<file path="src/rtl/pipe_hazard_ctrl_pkg.sv">
// Shared constants for the pipeline hazard/flush sequencer.
//   PC_SEL_* : pc_sel codes driven to the PC mux
//   EXC_HANDLER : exception/interrupt handler entry address
//   TUSE_NONE : Tuse value meaning "source operand not read"
//   state_e : sequencer state codes (RUN / REDIR)
package pipe_hazard_ctrl_pkg;

  localparam logic [1:0]  PC_SEL_SEQ  = 2'd0;  // PC+4 or branch target
  localparam logic [1:0]  PC_SEL_EXC  = 2'd1;  // exception handler
  localparam logic [1:0]  PC_SEL_EPC  = 2'd2;  // return from exception
  localparam logic [31:0] EXC_HANDLER = 32'h0000_4180;
  localparam logic [1:0]  TUSE_NONE   = 2'd3;

  typedef enum logic {
    StRun   = 1'b0,
    StRedir = 1'b1
  } state_e;

endpackage

</file>
<file path="src/rtl/pipe_hazard_ctrl_if.sv">
// Bundle of pipeline-status inputs and pipeline-register controls between the datapath
// (master) and the hazard sequencer (slave).
//   D_* : operand info of the instruction in D
//   E_* / M_* : destination and result-timing info of instructions in E / M
//   M_exc, M_eret : redirect requests from stage M
//   stall .. state : controls returned by the sequencer
interface pipe_hazard_ctrl_if;
  logic [4:0] D_rs;
  logic [4:0] D_rt;
  logic [1:0] D_Tuse_rs;
  logic [1:0] D_Tuse_rt;
  logic       D_md_use;
  logic [4:0] E_A3;
  logic [4:0] M_A3;
  logic       E_RFWr;
  logic       M_RFWr;
  logic [1:0] E_Tnew;
  logic [1:0] M_Tnew;
  logic       E_md_start;
  logic       E_md_div;
  logic       M_exc;
  logic       M_eret;

  logic       stall;
  logic       PC_en;
  logic       FD_en;
  logic       FD_clr;
  logic       DE_clr;
  logic       EM_clr;
  logic       MW_clr;
  logic       md_go;
  logic       md_busy;
  logic [1:0] pc_sel;
  logic       state;

  modport master (
    output D_rs, D_rt, D_Tuse_rs, D_Tuse_rt, D_md_use, E_A3, M_A3, E_RFWr, M_RFWr,
           E_Tnew, M_Tnew, E_md_start, E_md_div, M_exc, M_eret,
    input  stall, PC_en, FD_en, FD_clr, DE_clr, EM_clr, MW_clr, md_go, md_busy, pc_sel, state
  );

  modport slave (
    input  D_rs, D_rt, D_Tuse_rs, D_Tuse_rt, D_md_use, E_A3, M_A3, E_RFWr, M_RFWr,
           E_Tnew, M_Tnew, E_md_start, E_md_div, M_exc, M_eret,
    output stall, PC_en, FD_en, FD_clr, DE_clr, EM_clr, MW_clr, md_go, md_busy, pc_sel, state
  );
endinterface

</file>
<file path="src/rtl/pipe_hazard_ctrl_md_busy_cnt.sv">
// Multiply/divide unit occupancy countdown.
//   clk, reset : clock, synchronous active-high reset
//   go_i       : MDU operation accepted in E this cycle
//   div_i      : 1 = divide class (long), 0 = multiply class
//   busy_o     : countdown non-zero
module pipe_hazard_ctrl_md_busy_cnt #(
  parameter int unsigned MULT_CYCLES = 5,
  parameter int unsigned DIV_CYCLES  = 10,
  parameter int unsigned CNT_W       = 4
) (
  input  logic clk,
  input  logic reset,
  input  logic go_i,
  input  logic div_i,
  output logic busy_o
);

  logic [CNT_W-1:0] cnt_q, cnt_d;

  always_comb begin
    cnt_d = cnt_q;
    // A new op restarts the count even if the previous one is still running.
    if (go_i) begin
      cnt_d = div_i ? CNT_W'(DIV_CYCLES) : CNT_W'(MULT_CYCLES);
    end else if (cnt_q != '0) begin
      cnt_d = cnt_q - 1'b1;
    end
  end

  always_ff @(posedge clk) begin
    if (reset) begin
      cnt_q <= '0;
    end else begin
      cnt_q <= cnt_d;
    end
  end

  assign busy_o = (cnt_q != '0);

endmodule

</file>
<file path="src/rtl/pipe_hazard_ctrl.sv">
// Stall/flush sequencer for the five-stage pipeline.
//   clk, reset : clock, synchronous active-high reset
//   hz         : slave side of pipe_hazard_ctrl_if; stage status in, register controls out
// Stalls D on Tuse/Tnew register hazards and on MDU-busy, flushes F/D, D/E, E/M (and M/W for
// exceptions) when stage M redirects the PC, and spends one cycle in REDIR afterwards while
// the flushed bubble occupies M.
module pipe_hazard_ctrl
  import pipe_hazard_ctrl_pkg::*;
#(
  parameter int unsigned MULT_CYCLES = 5,
  parameter int unsigned DIV_CYCLES  = 10,
  parameter int unsigned CNT_W       = 4
) (
  input  logic               clk,
  input  logic               reset,
  pipe_hazard_ctrl_if.slave  hz
);

  state_e state_q;
  logic   redirect;
  logic   exc_take;
  logic   hz_rs, hz_rt, hz_md;
  logic   stall;
  logic   md_go;
  logic   md_busy;

  // Redirect requests are only legal in RUN; in REDIR M holds a bubble, so they are ignored.
  assign redirect = (state_q == StRun) & (hz.M_exc | hz.M_eret);
  assign exc_take = (state_q == StRun) & hz.M_exc;

  // A producer stalls the consumer only if its result arrives later than it is needed;
  // equal timing is covered by forwarding.
  assign hz_rs = (hz.D_rs != 5'd0) &
                 ((hz.E_RFWr & (hz.E_A3 == hz.D_rs) & (hz.E_Tnew > hz.D_Tuse_rs)) |
                  (hz.M_RFWr & (hz.M_A3 == hz.D_rs) & (hz.M_Tnew > hz.D_Tuse_rs)));
  assign hz_rt = (hz.D_rt != 5'd0) &
                 ((hz.E_RFWr & (hz.E_A3 == hz.D_rt) & (hz.E_Tnew > hz.D_Tuse_rt)) |
                  (hz.M_RFWr & (hz.M_A3 == hz.D_rt) & (hz.M_Tnew > hz.D_Tuse_rt)));
  assign hz_md = hz.D_md_use & (md_busy | hz.E_md_start);

  assign stall = (hz_rs | hz_rt | hz_md) & ~redirect;
  assign md_go = hz.E_md_start & ~redirect;

  pipe_hazard_ctrl_md_busy_cnt #(
    .MULT_CYCLES (MULT_CYCLES),
    .DIV_CYCLES  (DIV_CYCLES),
    .CNT_W       (CNT_W)
  ) u_md_busy_cnt (
    .clk    (clk),
    .reset  (reset),
    .go_i   (md_go),
    .div_i  (hz.E_md_div),
    .busy_o (md_busy)
  );

  always_ff @(posedge clk) begin
    if (reset) begin
      state_q <= StRun;
    end else begin
      unique case (state_q)
        StRun:   if (redirect) state_q <= StRedir;
        StRedir: state_q <= StRun;
        default: state_q <= StRun;
      endcase
    end
  end

  always_comb begin
    hz.stall   = stall;
    hz.PC_en   = ~stall;
    hz.FD_en   = ~stall;
    hz.FD_clr  = redirect;
    hz.DE_clr  = redirect | stall;
    hz.EM_clr  = redirect;
    // An eret still retires through W; only a faulting instruction is squashed there.
    hz.MW_clr  = exc_take;
    hz.md_go   = md_go;
    hz.md_busy = md_busy;
    hz.state   = state_q;
    hz.pc_sel  = PC_SEL_SEQ;
    if (exc_take) begin
      hz.pc_sel = PC_SEL_EXC;
    end else if (redirect) begin
      hz.pc_sel = PC_SEL_EPC;
    end
  end

endmodule

</file>
<file path="src/flat_wrapper.sv">
// flat-port wrapper written by rule: the top's interface ports become plain ports
module pipe_hazard_ctrl_flat import pipe_hazard_ctrl_pkg::*;
#(
  parameter int unsigned MULT_CYCLES = 5,
  parameter int unsigned DIV_CYCLES  = 10,
  parameter int unsigned CNT_W       = 4
)
  (clk, reset, hz_D_rs, hz_D_rt, hz_D_Tuse_rs, hz_D_Tuse_rt, hz_D_md_use, hz_E_A3, hz_M_A3, hz_E_RFWr, hz_M_RFWr, hz_E_Tnew, hz_M_Tnew, hz_E_md_start, hz_E_md_div, hz_M_exc, hz_M_eret, hz_stall, hz_PC_en, hz_FD_en, hz_FD_clr, hz_DE_clr, hz_EM_clr, hz_MW_clr, hz_md_go, hz_md_busy, hz_pc_sel, hz_state);
  pipe_hazard_ctrl_if hz_i ();
  input  logic clk;
  input  logic reset;
  input wire logic [$bits(hz_i.D_rs)-1:0] hz_D_rs;
  input wire logic [$bits(hz_i.D_rt)-1:0] hz_D_rt;
  input wire logic [$bits(hz_i.D_Tuse_rs)-1:0] hz_D_Tuse_rs;
  input wire logic [$bits(hz_i.D_Tuse_rt)-1:0] hz_D_Tuse_rt;
  input wire logic [$bits(hz_i.D_md_use)-1:0] hz_D_md_use;
  input wire logic [$bits(hz_i.E_A3)-1:0] hz_E_A3;
  input wire logic [$bits(hz_i.M_A3)-1:0] hz_M_A3;
  input wire logic [$bits(hz_i.E_RFWr)-1:0] hz_E_RFWr;
  input wire logic [$bits(hz_i.M_RFWr)-1:0] hz_M_RFWr;
  input wire logic [$bits(hz_i.E_Tnew)-1:0] hz_E_Tnew;
  input wire logic [$bits(hz_i.M_Tnew)-1:0] hz_M_Tnew;
  input wire logic [$bits(hz_i.E_md_start)-1:0] hz_E_md_start;
  input wire logic [$bits(hz_i.E_md_div)-1:0] hz_E_md_div;
  input wire logic [$bits(hz_i.M_exc)-1:0] hz_M_exc;
  input wire logic [$bits(hz_i.M_eret)-1:0] hz_M_eret;
  output wire logic [$bits(hz_i.stall)-1:0] hz_stall;
  output wire logic [$bits(hz_i.PC_en)-1:0] hz_PC_en;
  output wire logic [$bits(hz_i.FD_en)-1:0] hz_FD_en;
  output wire logic [$bits(hz_i.FD_clr)-1:0] hz_FD_clr;
  output wire logic [$bits(hz_i.DE_clr)-1:0] hz_DE_clr;
  output wire logic [$bits(hz_i.EM_clr)-1:0] hz_EM_clr;
  output wire logic [$bits(hz_i.MW_clr)-1:0] hz_MW_clr;
  output wire logic [$bits(hz_i.md_go)-1:0] hz_md_go;
  output wire logic [$bits(hz_i.md_busy)-1:0] hz_md_busy;
  output wire logic [$bits(hz_i.pc_sel)-1:0] hz_pc_sel;
  output wire logic [$bits(hz_i.state)-1:0] hz_state;
  assign hz_i.D_rs = hz_D_rs;
  assign hz_i.D_rt = hz_D_rt;
  assign hz_i.D_Tuse_rs = hz_D_Tuse_rs;
  assign hz_i.D_Tuse_rt = hz_D_Tuse_rt;
  assign hz_i.D_md_use = hz_D_md_use;
  assign hz_i.E_A3 = hz_E_A3;
  assign hz_i.M_A3 = hz_M_A3;
  assign hz_i.E_RFWr = hz_E_RFWr;
  assign hz_i.M_RFWr = hz_M_RFWr;
  assign hz_i.E_Tnew = hz_E_Tnew;
  assign hz_i.M_Tnew = hz_M_Tnew;
  assign hz_i.E_md_start = hz_E_md_start;
  assign hz_i.E_md_div = hz_E_md_div;
  assign hz_i.M_exc = hz_M_exc;
  assign hz_i.M_eret = hz_M_eret;
  assign hz_stall = hz_i.stall;
  assign hz_PC_en = hz_i.PC_en;
  assign hz_FD_en = hz_i.FD_en;
  assign hz_FD_clr = hz_i.FD_clr;
  assign hz_DE_clr = hz_i.DE_clr;
  assign hz_EM_clr = hz_i.EM_clr;
  assign hz_MW_clr = hz_i.MW_clr;
  assign hz_md_go = hz_i.md_go;
  assign hz_md_busy = hz_i.md_busy;
  assign hz_pc_sel = hz_i.pc_sel;
  assign hz_state = hz_i.state;
  pipe_hazard_ctrl #(.MULT_CYCLES(MULT_CYCLES), .DIV_CYCLES(DIV_CYCLES), .CNT_W(CNT_W)) u_core (.clk(clk), .reset(reset), .hz(hz_i));
endmodule
</file>
<file path="config.mk">
export PLATFORM = sky130hd
export DESIGN_NAME = pipe_hazard_ctrl_flat
export DESIGN_NICKNAME = d
export VERILOG_FILES = /design/src/rtl/pipe_hazard_ctrl_pkg.sv /design/src/rtl/pipe_hazard_ctrl_if.sv /design/src/rtl/pipe_hazard_ctrl_md_busy_cnt.sv /design/src/rtl/pipe_hazard_ctrl.sv /design/src/flat_wrapper.sv
export SDC_FILE = /design/constraint.sdc
export NUM_CORES = 1
export LEC_CHECK = 0
export BUFFER_PORTS_ARGS = -buffer_cell sky130_fd_sc_hd__buf_4
export CAP_MARGIN = 30
export CORE_MARGIN = 2
export CORE_UTILIZATION = 45
export CTS_BUF_LIST = sky130_fd_sc_hd__clkbuf_8
export CTS_CLUSTER_DIAMETER = 200
export CTS_CLUSTER_SIZE = 25
export DETAILED_ROUTE_END_ITERATION = 12
export PLACE_DENSITY = 0.85
export SLEW_MARGIN = 10
export SYNTH_ARGS = -nofsm -noshare
export SYNTH_HDL_FRONTEND = slang
export SYNTH_SLANG_ARGS = --single-unit
</file>
<file path="constraint.sdc">
create_clock -name clk -period 3.3 [get_ports clk]
set_input_delay 0.495 -clock clk [delete_from_list [all_inputs] [get_ports clk]]
set_output_delay 0.495 -clock clk [all_outputs]
set_load 0.01 [all_outputs]
</file>
==> Word level (Yosys, flattened, before mapping) <==
Cells that the tools add are included.
{ "totals": {"memories": 0, "latchBits": 0, "mem_bits_rw": 0, "mem_bits_ro": 0, "elab_cells": 47, "input_bits": 37, "regBits": 5} }
{ "op_classes": {"n_shift": 0, "n_bitwise": 25, "addsub": 1, "n_eq_ne": 4, "div_mod_pow": 0, "n_mux": 7, "reduce_logical": 4, "mul": 0, "magnitude_cmp": 4} }
{ "op_table": {"columns": ["operator", "count"], "rows": [
  ["$eq 5x5->1", 4],
  ["$and 1x1->1", 15],
  ["$mux 4", 3],
  ["$reduce_bool 5->1", 2],
  ["$gt 2x2->1", 4],
  ["$or 1x1->1", 7],
  ["$mux 2", 2],
  ["$reduce_bool 4->1", 1],
  ["$sub 4x1->4 const B", 1],
  ["$not 1->1", 3],
  ["$pmux 1 s2", 1],
  ["$reduce_bool 2->1", 1],
  ["$mux 1", 1]
]} }

==> Depth between registers and ports, before layout <==
Gate-level depths: netlist of the first run.
{ "depth": {"word_depth": 9, "depth_mapped": 8, "ltp_nobuf": 7} }

==> By module <==
Synthesis of the first run repeated with hierarchy kept, for this count alone.
{ "hier_totals": {"cells_unflattened": 99, "hier_area_um2": 772.0} }
{ "by_module_without_submodules": {"columns": ["module", "area_per_inst_um2", "seq_area_each_um2", "cells_each", "n_inst"], "rows": [
  ["pipe_hazard_ctrl", 539.3, 20.0, 73, 1],
  ["pipe_hazard_ctrl_md_busy_cnt", 232.7, 80.1, 26, 1]
]} }

==> Worst setup path before layout of the first run <==
No wires, ideal clock.
{ "synth_path": {"path_kind": "input to output", "from": "input hz_D_Tuse_rs[1]", "to": "output hz_PC_en", "cell_stages": 8, "setup_slack_ns": 0.939, "required_ns": 2.805, "path_buffers": 1, "arrival_ns": 1.866, "cell_sequence": "inv_1 > ha_1 > a21boi_0 > nand4_1 > nor4_1 > o22ai_1 > a31o_1 > buf_4"} }
{ "synth_via": {"elab_chain_cells": 8, "elab_cells_between_ends": 10} }
{ "synth_rtl": {"columns": ["element", "line_no", "source"], "rows": [
  ["start, declared", "flat_wrapper.sv:14", "input wire logic [$bits(hz_i.D_Tuse_rs)-1:0] hz_D_Tuse_rs;"],
  ["$gt 2x2->1 (on tied branches)", "pipe_hazard_ctrl.sv:34, pipe_hazard_ctrl.sv:35", null],
  ["$and 1x1->1 (on tied branches)", "pipe_hazard_ctrl.sv:34, pipe_hazard_ctrl.sv:35", null],
  ["$or 1x1->1 (*)", "pipe_hazard_ctrl.sv:34", "((hz.E_RFWr & (hz.E_A3 == hz.D_rs) & (hz.E_Tnew > hz.D_Tuse_rs)) |"],
  ["$and 1x1->1 (*)", "pipe_hazard_ctrl.sv:33", "assign hz_rs = (hz.D_rs != 5'd0) &"],
  ["$or 1x1->1 (*) (2 in a row)", "pipe_hazard_ctrl.sv:41", "assign stall = (hz_rs | hz_rt | hz_md) & ~redirect;"],
  ["$and 1x1->1 (*)", "pipe_hazard_ctrl.sv:41", null],
  ["$not 1->1 (*)", null, null],
  ["end, declared", "flat_wrapper.sv:28", "output wire logic [$bits(hz_i.PC_en)-1:0] hz_PC_en;"]
]} }
Mark *: on every way between the ends. The rest lies on a longest branch, timed or not.

==> Worst setup path in the final report of the first run <==
{ "layout_path": {"from": "input hz_M_Tnew[1]", "to": "output hz_FD_en"} }
{ "layout_via": {"elab_chain_cells": 8, "elab_cells_between_ends": 12} }
{ "layout_rtl": {"columns": ["element", "line_no", "source"], "rows": [
  ["start, declared", "flat_wrapper.sv:22", "input wire logic [$bits(hz_i.M_Tnew)-1:0] hz_M_Tnew;"],
  ["$gt 2x2->1 (on tied branches)", "pipe_hazard_ctrl.sv:35, pipe_hazard_ctrl.sv:38", null],
  ["$and 1x1->1 (on tied branches)", "pipe_hazard_ctrl.sv:35, pipe_hazard_ctrl.sv:38", null],
  ["$or 1x1->1 (on tied branches)", "pipe_hazard_ctrl.sv:34, pipe_hazard_ctrl.sv:37", null],
  ["$and 1x1->1 (on tied branches)", "pipe_hazard_ctrl.sv:33, pipe_hazard_ctrl.sv:36", null],
  ["$or 1x1->1 (*) (2 in a row)", "pipe_hazard_ctrl.sv:41", null],
  ["$and 1x1->1 (*)", "pipe_hazard_ctrl.sv:41", null],
  ["$not 1->1 (*)", "pipe_hazard_ctrl.sv:71", "hz.FD_en = ~stall;"],
  ["end, declared", "flat_wrapper.sv:29", "output wire logic [$bits(hz_i.FD_en)-1:0] hz_FD_en;"]
]} }
Marks and branches as above.

==> results of run 1 <==
## synthesized netlist by cell type (all sizes together)
master	n
nor4	4
nor2b	1
nand2	6
buf	3
a31oi	2
nor3	1
o211ai	1
dfxtp	5
xor2	8
nor3b	1
ha	10
nor2	5
nand3	5
o22ai	2
a31o	1
inv	12
o21bai	1
xnor2	15
a21oi	7
or4	2
o21ai	1
nand4	3
a21boi	2
## path summary, 6_finish.rpt
path | startpoint | to
setup / recovery | hz_M_Tnew[1] | hz_FD_en
hold reg to reg | u_core.u_md_busy_cnt.cnt_q[1] | u_core.u_md_busy_cnt.cnt_q[1]
setup reg to reg | u_core.u_md_busy_cnt.cnt_q[0] | u_core.u_md_busy_cnt.cnt_q[0]
hold / removal | reset | u_core.u_md_busy_cnt.cnt_q[0]
## layout make-up
class	count	area [um2]	area share
multi-input cells	78	574	0.502
flip-flops and latches	5	100	0.0874
repair buffers	48	360	0.315
inverters	12	45.0	0.0393
well taps	16	20.0	0.0175
clock buffers	3	41.3	0.0361
clock inverters	1	3.75	0.00328
## critical path: stages
cell,delay [ns]
buf_4,0.11
ha_1,0.30
a21boi_0,0.18
nand4_1,0.10
nor4_1,0.31
o22ai_1,0.16
a31o_1,0.26
buf_4,0.14
## power by group through the flow
stage / registers, W / logic, W / clock network (W)
2_1_floorplan: 0.0000977 / 0.000181 / 0
3_3_place_gp: 0.0000998 / 0.000278 / 0
3_5_place_dp: 0.000101 / 0.000287 / 0
4_1_cts: 0.0000998 / 0.000290 / 0.000115
5_1_grt: 0.000104 / 0.000317 / 0.000118
6_report: 0.000100 / 0.000290 / 0.000112
## metrics by stage
stage	cell area [um2]	worst slack (ns)	hold slack [ns]	instances	power, W
after detailed placement	1100	0.719	0.602	159	0.000387
after global placement	1100	0.798	0.577	159	0.000378
final	1140	0.739	0.467	163	0.000502
after floorplan	742	0.939	0.552	98	0.000278
after global routing	1140	0.619	0.473	163	0.000539
after CTS	1140	0.716	0.462	163	0.000505
## metal layers
layer	GRT usage	vias to the layer above	share of wire
li1	-	436	-
met1	0.263	380	0.41
met2	0.400	52	0.46
met3	0.0612	6	0.099
met4	0.0424	0	0.030
met5	0	-	0
## kinds of logic (layout without fill, tap and decap cells)
| logic type | count (synthesis) | count (layout) | share of synthesized area |
|---|---|---|---|
| compound gates | 17 | 17 | 0.140 |
| xor+xnor | 23 | 23 | 0.272 |
| fa+ha+maj | 10 | 10 | 0.169 |
| buf+inv | 15 | 64 | 0.0911 |
| flops | 5 | 5 | 0.135 |
| simple gates | 28 | 28 | 0.194 |
## cells in the final DEF, fill, tap and decap left out
master	count
buf_4	48
xnor2_1	15
inv_1	13
ha_1	10
xor2_1	8
a21oi_1	7
nand2_1	6
nor2_1	5
nand3_1	5
dfxtp_1	5
nor4_1	4
nand4_1	3
clkbuf_8	3
a21boi_0	2
or4_1	2
o22ai_1	2
a31oi_1	2
o21bai_1	1
o21ai_0	1
nor2b_1	1
a31o_1	1
nor3b_1	1
o211ai_1	1
nor3_1	1
## registers in the layout (all words and copies together), names as in the netlist
register,count
u_core.u_md_busy_cnt.cnt_q,4
u_core.hz.state,1
==> results by group, run 1 <==
Drt
  • Drt first pass iters: 4
  • Via count: 874
  • Via density: approximately 5.4
  • Initial DRC Count: 11
  • Post-Route WL: slightly above 2000 um
  • Routed Antenna Nets: 0
  • DRC violations left: 0
  • Drt wl/cell: about 12 um

Yosys
  • Area contributors post-synth: xnor2_1, ha_1, dfxtp_1
  • Post-synthesis cell count: 98
  • Synth unique cells: 23
  • Ys Warns: 0
  • Synth top area share: 0.177
  • Post-synth top area cell: xnor2_1
  • Mapped Area: about 740 um2
  • Syn avg cell area: 7.57 um2
  • Syn_nets: between 100 and 150
  • Sequential share of the synthesized area: 0.135
  • Synth Register Bits: 5

Placed design
  • Post-DP HPWL: 1810 um
  • Port Buffer Count: 48
  • Placer Congestion: about 0.9

Pwr
  • Sequential power share: 0.200
  • Clock power share: 0.223
  • Internal: 0.000309 W
  • Leakage power: around 0.56 nW
  • Power per cell area: between 400 and 500 nW/um2
  • Sw frac: 0.384
  • Peak VDD IR: ~0.6 mV
  • Logic pwr share: 0.578
  • NetSw: 0.000193 W

GRT
  • Vias in the first global route: between 800 and 900
  • Initial antenna violation count: 0
  • First-pass GRT wire length: between 3000 and 4000 um
  • Total gr overflow: 0
  • Largest net degree at the start of global routing: 8
  • Tot GR Track Use: 0.223

Finish
  • Final Core Density: 0.751
  • Fraction of layout cells with a size suffix above 1: 0.347
  • Final nets: 195
  • Area growth from synthesis to layout: 54.3%
  • Antenna Cells: 0
  • Filler Cells Inserted: 123

Clock network
  • CTS root buf: clkbuf_8
  • TritonCTS Buffers: 3
  • Worst-path clk slew: about 0.040 ns
  • Hold buffers post-CTS: 0
  • Clk sinks: 5
  • Clock Tree Buf Depth: 2
  • CTS tree: done
  • # H-tree levels: 1
  • Clk_lat worst skew: ~0.22 ns
  • CTS-repair resized insts: 0
  • Setup bufs post-CTS: 0

Critical path
  • CP endpoint kind: output port
  • FF-to-FF setup slack: between 2 and 2.5 ns
  • Crit path DAT: 2.07 ns
  • Worst-path fanout max: 3
  • Critical path launch point type: input port
  • WS Path Type: in -> out
  • Worst EP required: approximately 2.8 ns
  • Reg2reg path depth: 6

Job
  • Max_cap viols: 0

Die
  • Std cell rows: 14
  • Top Ports: between 40 and 50
  • Die area: a little under 2000 um2
  • Core Area: 1520 um2
  • Die Ht: about 45 um
  • Die X: roughly 45 um
  • Initial core utilization: 0.487

Timing
  • Worst-Margin Slew: 0.411 ns
  • RSZ-0062 raised after global routing: false
  • Max Freq: between 300 and 400 MHz
  • Final Hold Fails: 0
  • Setup_tns: 0 ns
  • Final setup violation count: 0
  • Fin crit period: ~2.6 ns
  • Final Slew Violations: 0
  • Final Cycle Share: 0.776
  • Clock skew: 0.00532 ns
  • Slew headroom: 0.723

Outcome
  • Run status: finished clean

Worst hold path
  • Worst hold path type: in -> reg
  • Worst Hold Depth: 2
Power figures use the tool's default switching activity.
==> run 2: changes to the inputs <==
Settings changed: ABC_AREA set to 1, PLACE_DENSITY 0.85 to 0.8.
Clock period 3.3 ns to 2.53 ns, I/O delays scaled along.
==> run 2 against run 1 <==
Wire length rose by 19%. Die area rose by 21%. Register-to-register slack got worse by 0.73 ns. Clock skew fell by 0.0035 ns. Synthesized area rose by 23%. Largest power group unchanged. Highest routed layer unchanged.
==> results by group, run 2 <==
Timing
  • Clock skew: 0.00185 ns (was 0.00532 ns)
  • Final hold slack: 0.353 ns (was 0.467 ns)
  • Final Slew Violations: 0 (unchanged)
  • Worst-Margin Slew: 0.245 ns (was 0.411 ns)
  • Final setup violation count: 0 (unchanged)
  • Slew headroom: 0.835 (was 0.723)
  • RSZ-0062 raised after global routing: false (unchanged)
  • Final Hold Fails: 0 (unchanged)
  • Setup_tns: 0 ns (unchanged)
  • Final Cycle Share: 0.791
  • Fin crit period: 2.00 ns
  • Max Freq: 500 MHz

Die
  • Die area: 2400 um2 (was 1990 um2)
  • Std cell rows: 16 (was 14)
  • Die X: 49.0 um (was 44.6 um)
  • Core Area: 1940 um2 (was 1520 um2)
  • Top Ports: 49 (unchanged)
  • Initial core utilization: 0.469 (was 0.487)
  • Die Ht: 49.0 um (was 44.6 um)

Pwr
  • Leakage power: 0.754 nW (was 0.561 nW)
  • Power per cell area: 518 nW/um2 (was 438 nW/um2)
  • Peak VDD IR: 0.695 mV (was 0.608 mV)

Clock network
  • CTS tree: done (unchanged)
  • Clk_lat worst skew: 0.22 ns (about the same)
  • Clock Tree Buf Depth: 2 (unchanged)
  • Worst-path clk slew: 0.04 ns (about the same)
  • CTS-repair resized insts: 0 (unchanged)
  • # H-tree levels: 1 (unchanged)
  • Clk sinks: 5 (unchanged)
  • Setup bufs post-CTS: 0 (unchanged)
  • Hold buffers post-CTS: 0 (unchanged)
  • TritonCTS Buffers: 3 (unchanged)
  • CTS root buf: clkbuf_8 (unchanged)

Yosys
  • Synth top area share: 0.157 (was 0.177)
  • Number of flops mapped to enable cells by yosys: 0 (unchanged)
  • Async SR Flop Fraction: 0 (unchanged)
  • Area contributors post-synth: nand2_1, ha_1, dfxtp_1 (was xnor2_1, ha_1, dfxtp_1)
  • Mapped Area: 911 um2 (was 742 um2)
  • Post-synth top flop: dfxtp_1 (unchanged)
  • Syn_nets: 195 (was 145)
  • Post-synthesis cell count: 148 (was 98)
  • Most common cell in the netlist: nand2_1 (was xnor2_1)
  • Syn avg cell area: 6.15 um2 (was 7.57 um2)
  • Top cells by count, synth: nand2_1, inv_1, nor2_1 (was xnor2_1, inv_1, ha_1)
  • Synth unique cells: 27 (was 23)
  • Synth Register Bits: 5 (unchanged)
  • Sequential share of the synthesized area: 0.110 (was 0.135)
  • Ys Warns: 0 (unchanged)
  • Post-synth top area cell: nand2_1 (was xnor2_1)

GRT
  • Total gr overflow: 0 (unchanged)
  • First-pass GRT wire length: 4020 um (was 3300 um)
  • Grt met2 use: 0.416 (was 0.400)
  • Vias in the first global route: 976 (was 823)
  • Tot GR Track Use: 0.211 (was 0.223)
  • Largest net degree at the start of global routing: 7 (was 8)
  • Met1 global-route usage: 0.229 (was 0.263)
  • Gr busiest metal: met2 (unchanged)
  • Initial antenna violation count: 0 (unchanged)
  • Grt met3 use: 0.0429 (was 0.0612)

Critical path
  • Crit path DAT: 1.62 ns (was 2.07 ns)
  • WS Path Type: in -> out (unchanged)
  • Worst-path fanout max: 3 (unchanged)
  • CP endpoint kind: output port (unchanged)
  • Critical path launch point type: input port (unchanged)
  • FF-to-FF setup slack: 1.33 ns (was 2.06 ns)
  • Worst EP required: 2.15 ns (was 2.80 ns)

Finish
  • Final nets: 245 (was 195)
  • Final instance area: 1330 um2 (was 1140 um2)
  • Max FFs per register: 4 (unchanged)
  • Commonest cells after routing, fill and taps aside: buf_4, nand2_1, inv_1, nor2_1, xnor2_1 (was buf_4, xnor2_1, inv_1, ha_1, xor2_1)
  • Fraction of layout cells with a size suffix above 1: 0.330 (was 0.347)
  • Antenna Cells: 0 (unchanged)
  • Reg with most FFs: u_core.u_md_busy_cnt.cnt_q (unchanged)
  • Commonest non-fill, non-tap cell in the layout: buf_4 (unchanged)
  • Area growth from synthesis to layout: 45.7% (was 54.3%)
  • Post-Layout Cell Count: 224 (was 163)

Drt
  • Drt wl/cell: 10.7 um (was 12.4 um)
  • Drt first pass iters: 4 (unchanged)
  • DRC violations left: 0 (unchanged)
  • Via density: 4.54 (was 5.36)
  • Initial DRC Count: 17 (was 11)
  • Post-Route WL: 2400 um (was 2020 um)
  • Routed Antenna Nets: 0 (unchanged)
  • Via count: 1018 (was 874)

Job
  • Max_cap viols: 0 (unchanged)

Placed design
  • Placed Area: 1280 um2 (was 1100 um2)
  • Post-DP HPWL: 2070 um (was 1810 um)
  • Inst Count DP: 220 (was 159)
  • Port Buffer Count: 48 (unchanged)
  • Placer Congestion: 0.882 (was 0.904)

Worst hold path
  • Worst hold path type: in -> reg (unchanged)

Outcome
  • Run status: finished clean (unchanged)
[run 2: cell types whose count changed in the layout (fill, tap and decap cells not counted), moves of 4 or more]
| cell | change |
|---|---|
| nand2_1 | +32 |
| nor2_1 | +12 |
| nand3_1 | -4 |
| inv_1 | +13 |
| nor3_1 | +4 |
| xnor2_1 | -4 |
[run 2: power by group]
part / internal (W) / switching [W]
clock: 0.000104 / 0.0000424
combinational: 0.000201 / 0.000209
sequential: 0.000107 / 0.0000243
total: 0.000412 / 0.000276
[run 2: layout make-up]
type                            instances  area, um2
Clock buffer                            3       41.3
Clock inverter                          1       3.75
Fill cell                             178        614
Inverter                               29        110
Multi-Input combinational cell        111        678
Sequential cell                         5        100
Tap cell                               27       33.8
Timing Repair Buffer                   48        360
[run 2: critical path: stages]
cell and delay [ns]:
buf_4 0.12, ha_1 0.28, inv_1 0.04, o21bai_1 0.12, nand2_1 0.07, nor2_1 0.11, nand2_1 0.06, nand2_1 0.06
nand2_1 0.07, nand3_2 0.08, nand2_2 0.07, inv_2 0.05, buf_4 0.10
[run 2: final timing paths]
path	startpoint	to	cells after the start
setup / recovery	hz_M_Tnew[1]	hz_stall	13
hold / removal	reset	u_core.hz.state	2
setup reg to reg	u_core.u_md_busy_cnt.cnt_q[0]	u_core.u_md_busy_cnt.cnt_q[0]	6
hold reg to reg	u_core.u_md_busy_cnt.cnt_q[1]	u_core.u_md_busy_cnt.cnt_q[1]	2
[run 2: logic make-up (layout without fill, tap and decap cells)]
kind of cell,count (synthesis),in the layout,share of synthesized area
adder cells (fa/ha/maj),10,10,0.137
buffers and inverters,32,81,0.146
flip-flops,5,5,0.110
AND/OR/NAND/NOR,71,71,0.349
XOR/XNOR,16,16,0.154
AO/OA/AOI/OAI,14,14,0.104
[run 2: layer usage]
metal	up-vias	wire, um
met1	446	998
met2	21	1320
li1	547	-
met3	4	61
met5	-	0
met4	0	22
[run 2: metrics by stage]
step / worst slack, ns / util / power (W)
CTS: 0.514 / 0.684 / 0.000694
finish: 0.529 / 0.684 / 0.000688
global placement: 0.550 / 0.660 / 0.000527
floorplan: 0.706 / - / 0.000395
detailed placement: 0.516 / 0.660 / 0.000540
global route: 0.374 / 0.684 / 0.000750
==> run 3: changes to the inputs <==
Settings changed: ABC_AREA 1 to 0, CORE_UTILIZATION 45 to 39, PLACE_DENSITY 0.8 to 0.78.
Clock period 2.53 ns to 1.8 ns, I/O delays scaled along.
==> run 3 against run 2 <==
The flow now finishes with violations (setup timing). Power rose by 47%. Sequential power rose by 40%. First-iteration DRC count rose by 12%. Worst setup slack got worse by 0.67 ns. Highest routed layer unchanged. Flip-flop and latch count did not move. Hold slack got worse by 0.11 ns. Critical endpoint is now hz_PC_en. Core utilization rose by 6.7 points. Wire length rose by 6.8%.
==> results by group, run 3 (same netlist as run 1, synthesis figures left out) <==
Die
  • Core Area: 1760 um2 (was 1940 um2)
  • Die area: 2270 um2 (was 2400 um2)
  • Top Ports: 49 (unchanged)
  • Die Ht: 47.6 um (was 49.0 um)
  • Std cell rows: 15 (was 16)
  • Initial core utilization: 0.421 (was 0.469)
  • Die X: 47.6 um (was 49.0 um)

Timing
  • Worst-Margin Slew: 0.381 ns (was 0.245 ns)
  • Final Slew Violations: 0 (unchanged)
  • RSZ-0062 raised after global routing: true (was false)
  • Slew headroom: 0.743 (was 0.835)
  • Clock skew: 0.00953 ns (was 0.00185 ns)
  • Final Cycle Share: 1.08
  • Final setup violation count: 4 (was 0)
  • Max Freq: about 520 MHz
  • Fin crit period: just under 2 ns
  • Final worst slack: -0.138 ns (was 0.529 ns)
  • Final Hold Fails: 0 (unchanged)
  • Setup_tns: -0.444 ns (was 0 ns)

Pwr
  • Peak VDD IR: 0.695 mV (about the same)
  • Power per cell area: 763 nW/um2 (was 518 nW/um2)
  • Leakage power: 0.583 nW (was 0.754 nW)
  • Total power: 0.00101 W (was 0.000688 W)

Critical path
  • Worst-path fanout max: 3 (unchanged)
  • Critical path launch point type: input port (unchanged)
  • CP peak stage delay: 0.32 ns (was 0.28 ns)
  • CP Buf/Inv Count: 3 (was 4)
  • Worst path cell trace: buf_4, inv_1, ha_1, nand2_2, nand3_2, nor4_4, o22ai_2, a31o_1, buf_6 (was buf_4, ha_1, inv_1, o21bai_1, nand2_1, nor2_1, nand2_1, nand2_1, nand2_1, nand3_2, nand2_2, inv_2, buf_4)
  • Crit path launch: hz_E_Tnew[0] (was hz_M_Tnew[1])
  • Worst EP required: 1.53 ns (was 2.15 ns)
  • RR Startpoint: u_core.u_md_busy_cnt.cnt_q[0] (unchanged)
  • CP delay by family, top: simple AND/OR/NAND/NOR gates (unchanged)
  • WS Path Type: in -> out (unchanged)
  • Slowest CP cell: nor4_4 (was ha_1)
  • Crit path DAT: 1.67 ns (was 1.62 ns)
  • CP endpoint kind: output port (unchanged)
  • FF-to-FF setup slack: 0.59 ns (was 1.33 ns)

GRT
  • Total gr overflow: 0 (unchanged)
  • First-pass GRT wire length: 3640 um (was 4020 um)
  • Initial antenna violation count: 0 (unchanged)
  • Tot GR Track Use: 0.234 (was 0.211)
  • Largest net degree at the start of global routing: 7 (unchanged)
  • Vias in the first global route: 851 (was 976)

Finish
  • Reg with most FFs: u_core.u_md_busy_cnt.cnt_q (unchanged)
  • Antenna Cells: 0 (unchanged)
  • Filler Cells Inserted: 133 (was 178)
  • Post-Layout Cell Count: 173 (was 224)
  • Final nets: 196 (was 245)
  • Max FFs per register: 4 (unchanged)
  • Reg area: 100 um2 (unchanged)
  • Area growth from synthesis to layout: 78.4% (was 45.7%)
  • Multi-input gate area: 698 um2 (was 678 um2)
  • Commonest cells after routing, fill and taps aside: buf_4, xnor2_1, inv_1, xor2_1 (was buf_4, nand2_1, inv_1, nor2_1, xnor2_1)
  • Fraction of layout cells with a size suffix above 1: 0.473 (was 0.330)
  • Commonest non-fill, non-tap cell in the layout: buf_4 (unchanged)

Placed design
  • Pre-CTS setup slack: -0.239 ns (was 0.516 ns)
  • Placer Congestion: 0.813 (was 0.882)
  • Inst Count DP: 169 (was 220)
  • Port Buffer Count: 48 (unchanged)
  • Post-DP HPWL: 1910 um (was 2070 um)

Clock network
  • CTS root buf: clkbuf_8 (unchanged)
  • Clk_lat worst skew: 0.23 ns (was 0.22 ns)
  • Hold buffers post-CTS: 0 (unchanged)
  • CTS tree: done (unchanged)
  • Clk sinks: 5 (unchanged)
  • # H-tree levels: 1 (unchanged)
  • Worst-path clk slew: 0.04 ns (about the same)
  • Setup bufs post-CTS: 0 (unchanged)
  • TritonCTS Buffers: 3 (unchanged)
  • Clock Tree Buf Depth: 2 (unchanged)

Drt
  • DRC violations left: 0 (unchanged)
  • Routed Antenna Nets: 0 (unchanged)
  • Via count: 893 (was 1018)
  • Drt wl/cell: 14.8 um (was 10.7 um)
  • Initial DRC Count: 19 (was 17)
  • Post-Route WL: 2560 um (was 2400 um)
  • Drt first pass iters: 4 (unchanged)
  • Via density: 5.16 (was 4.54)

Worst hold path
  • Worst hold path type: in -> reg (unchanged)
  • Hold_sp: reset (unchanged)

Outcome
  • Run status: finished with violations (was finished clean)
  • Failing checks: setup timing

Job
  • Max_cap viols: 0 (unchanged)
## run 3: cell count changes in the layout (fill, tap and decap cells not counted), moves of 3 or more
| cell | previous run | this run |
|---|---|---|
| a21oi_1 | 4 | 7 |
| buf_4 | 48 | 42 |
| buf_6 | 0 | 7 |
| ha_1 | 10 | 5 |
| ha_4 | 0 | 5 |
| inv_1 | 26 | 10 |
| inv_2 | 3 | 0 |
| nand2_1 | 38 | 5 |
| nand3_1 | 1 | 4 |
| nor2_1 | 17 | 5 |
| nor3_1 | 5 | 1 |
| nor4_2 | 0 | 3 |
| xnor2_1 | 11 | 15 |
| xor2_1 | 5 | 8 |
## run 3: cell type report
cell class,instances,area share
tap,25,0.0236
clock inverter,1,0.00284
inverter,12,0.0416
timing repair buffer,49,0.298
clock buffer,3,0.0312
multi-input combinational,78,0.527
sequential,5,0.0756
## run 3: where the power goes
| part | switching, W | internal [W] |
|---|---|---|
| Clock | 0.0000625 | 0.000147 |
| Combinational | 0.000299 | 0.000316 |
| Sequential | 0.0000310 | 0.000154 |
## run 3: path summary, 6_finish.rpt
check | end | cells after the start
worst min-delay path | u_core.hz.state | 2
worst min register to register | u_core.u_md_busy_cnt.cnt_q[1] | 2
worst max register to register | u_core.u_md_busy_cnt.cnt_q[0] | 7
worst max-delay path | hz_PC_en | 9
## run 3: layer usage
layer / vias up / global-route usage / routed length [um]
li1: 436 / - / -
met1: 409 / 0.254 / 971
met2: 38 / 0.443 / 1400
met3: 10 / 0.0453 / 118
met4: 0 / 0.0919 / 68
met5: - / 0 / 0
## run 3: repair_timing
action / CTS / global route
pin swaps: 12 / 12
gates resized for setup: 23 / 7
endpoints found under the hold margin: 0 / 0
setup endpoints to repair: 4 / 4
## run 3: stage by stage
stage / util / hold WS, ns / instance area [um2]
finish: 0.750 / 0.246 / 1320
global route: 0.750 / 0.253 / 1320
CTS: 0.728 / 0.247 / 1280
detailed placement: 0.634 / 0.478 / 1120
global placement: 0.634 / 0.472 / 1120
floorplan: - / 0.339 / 742
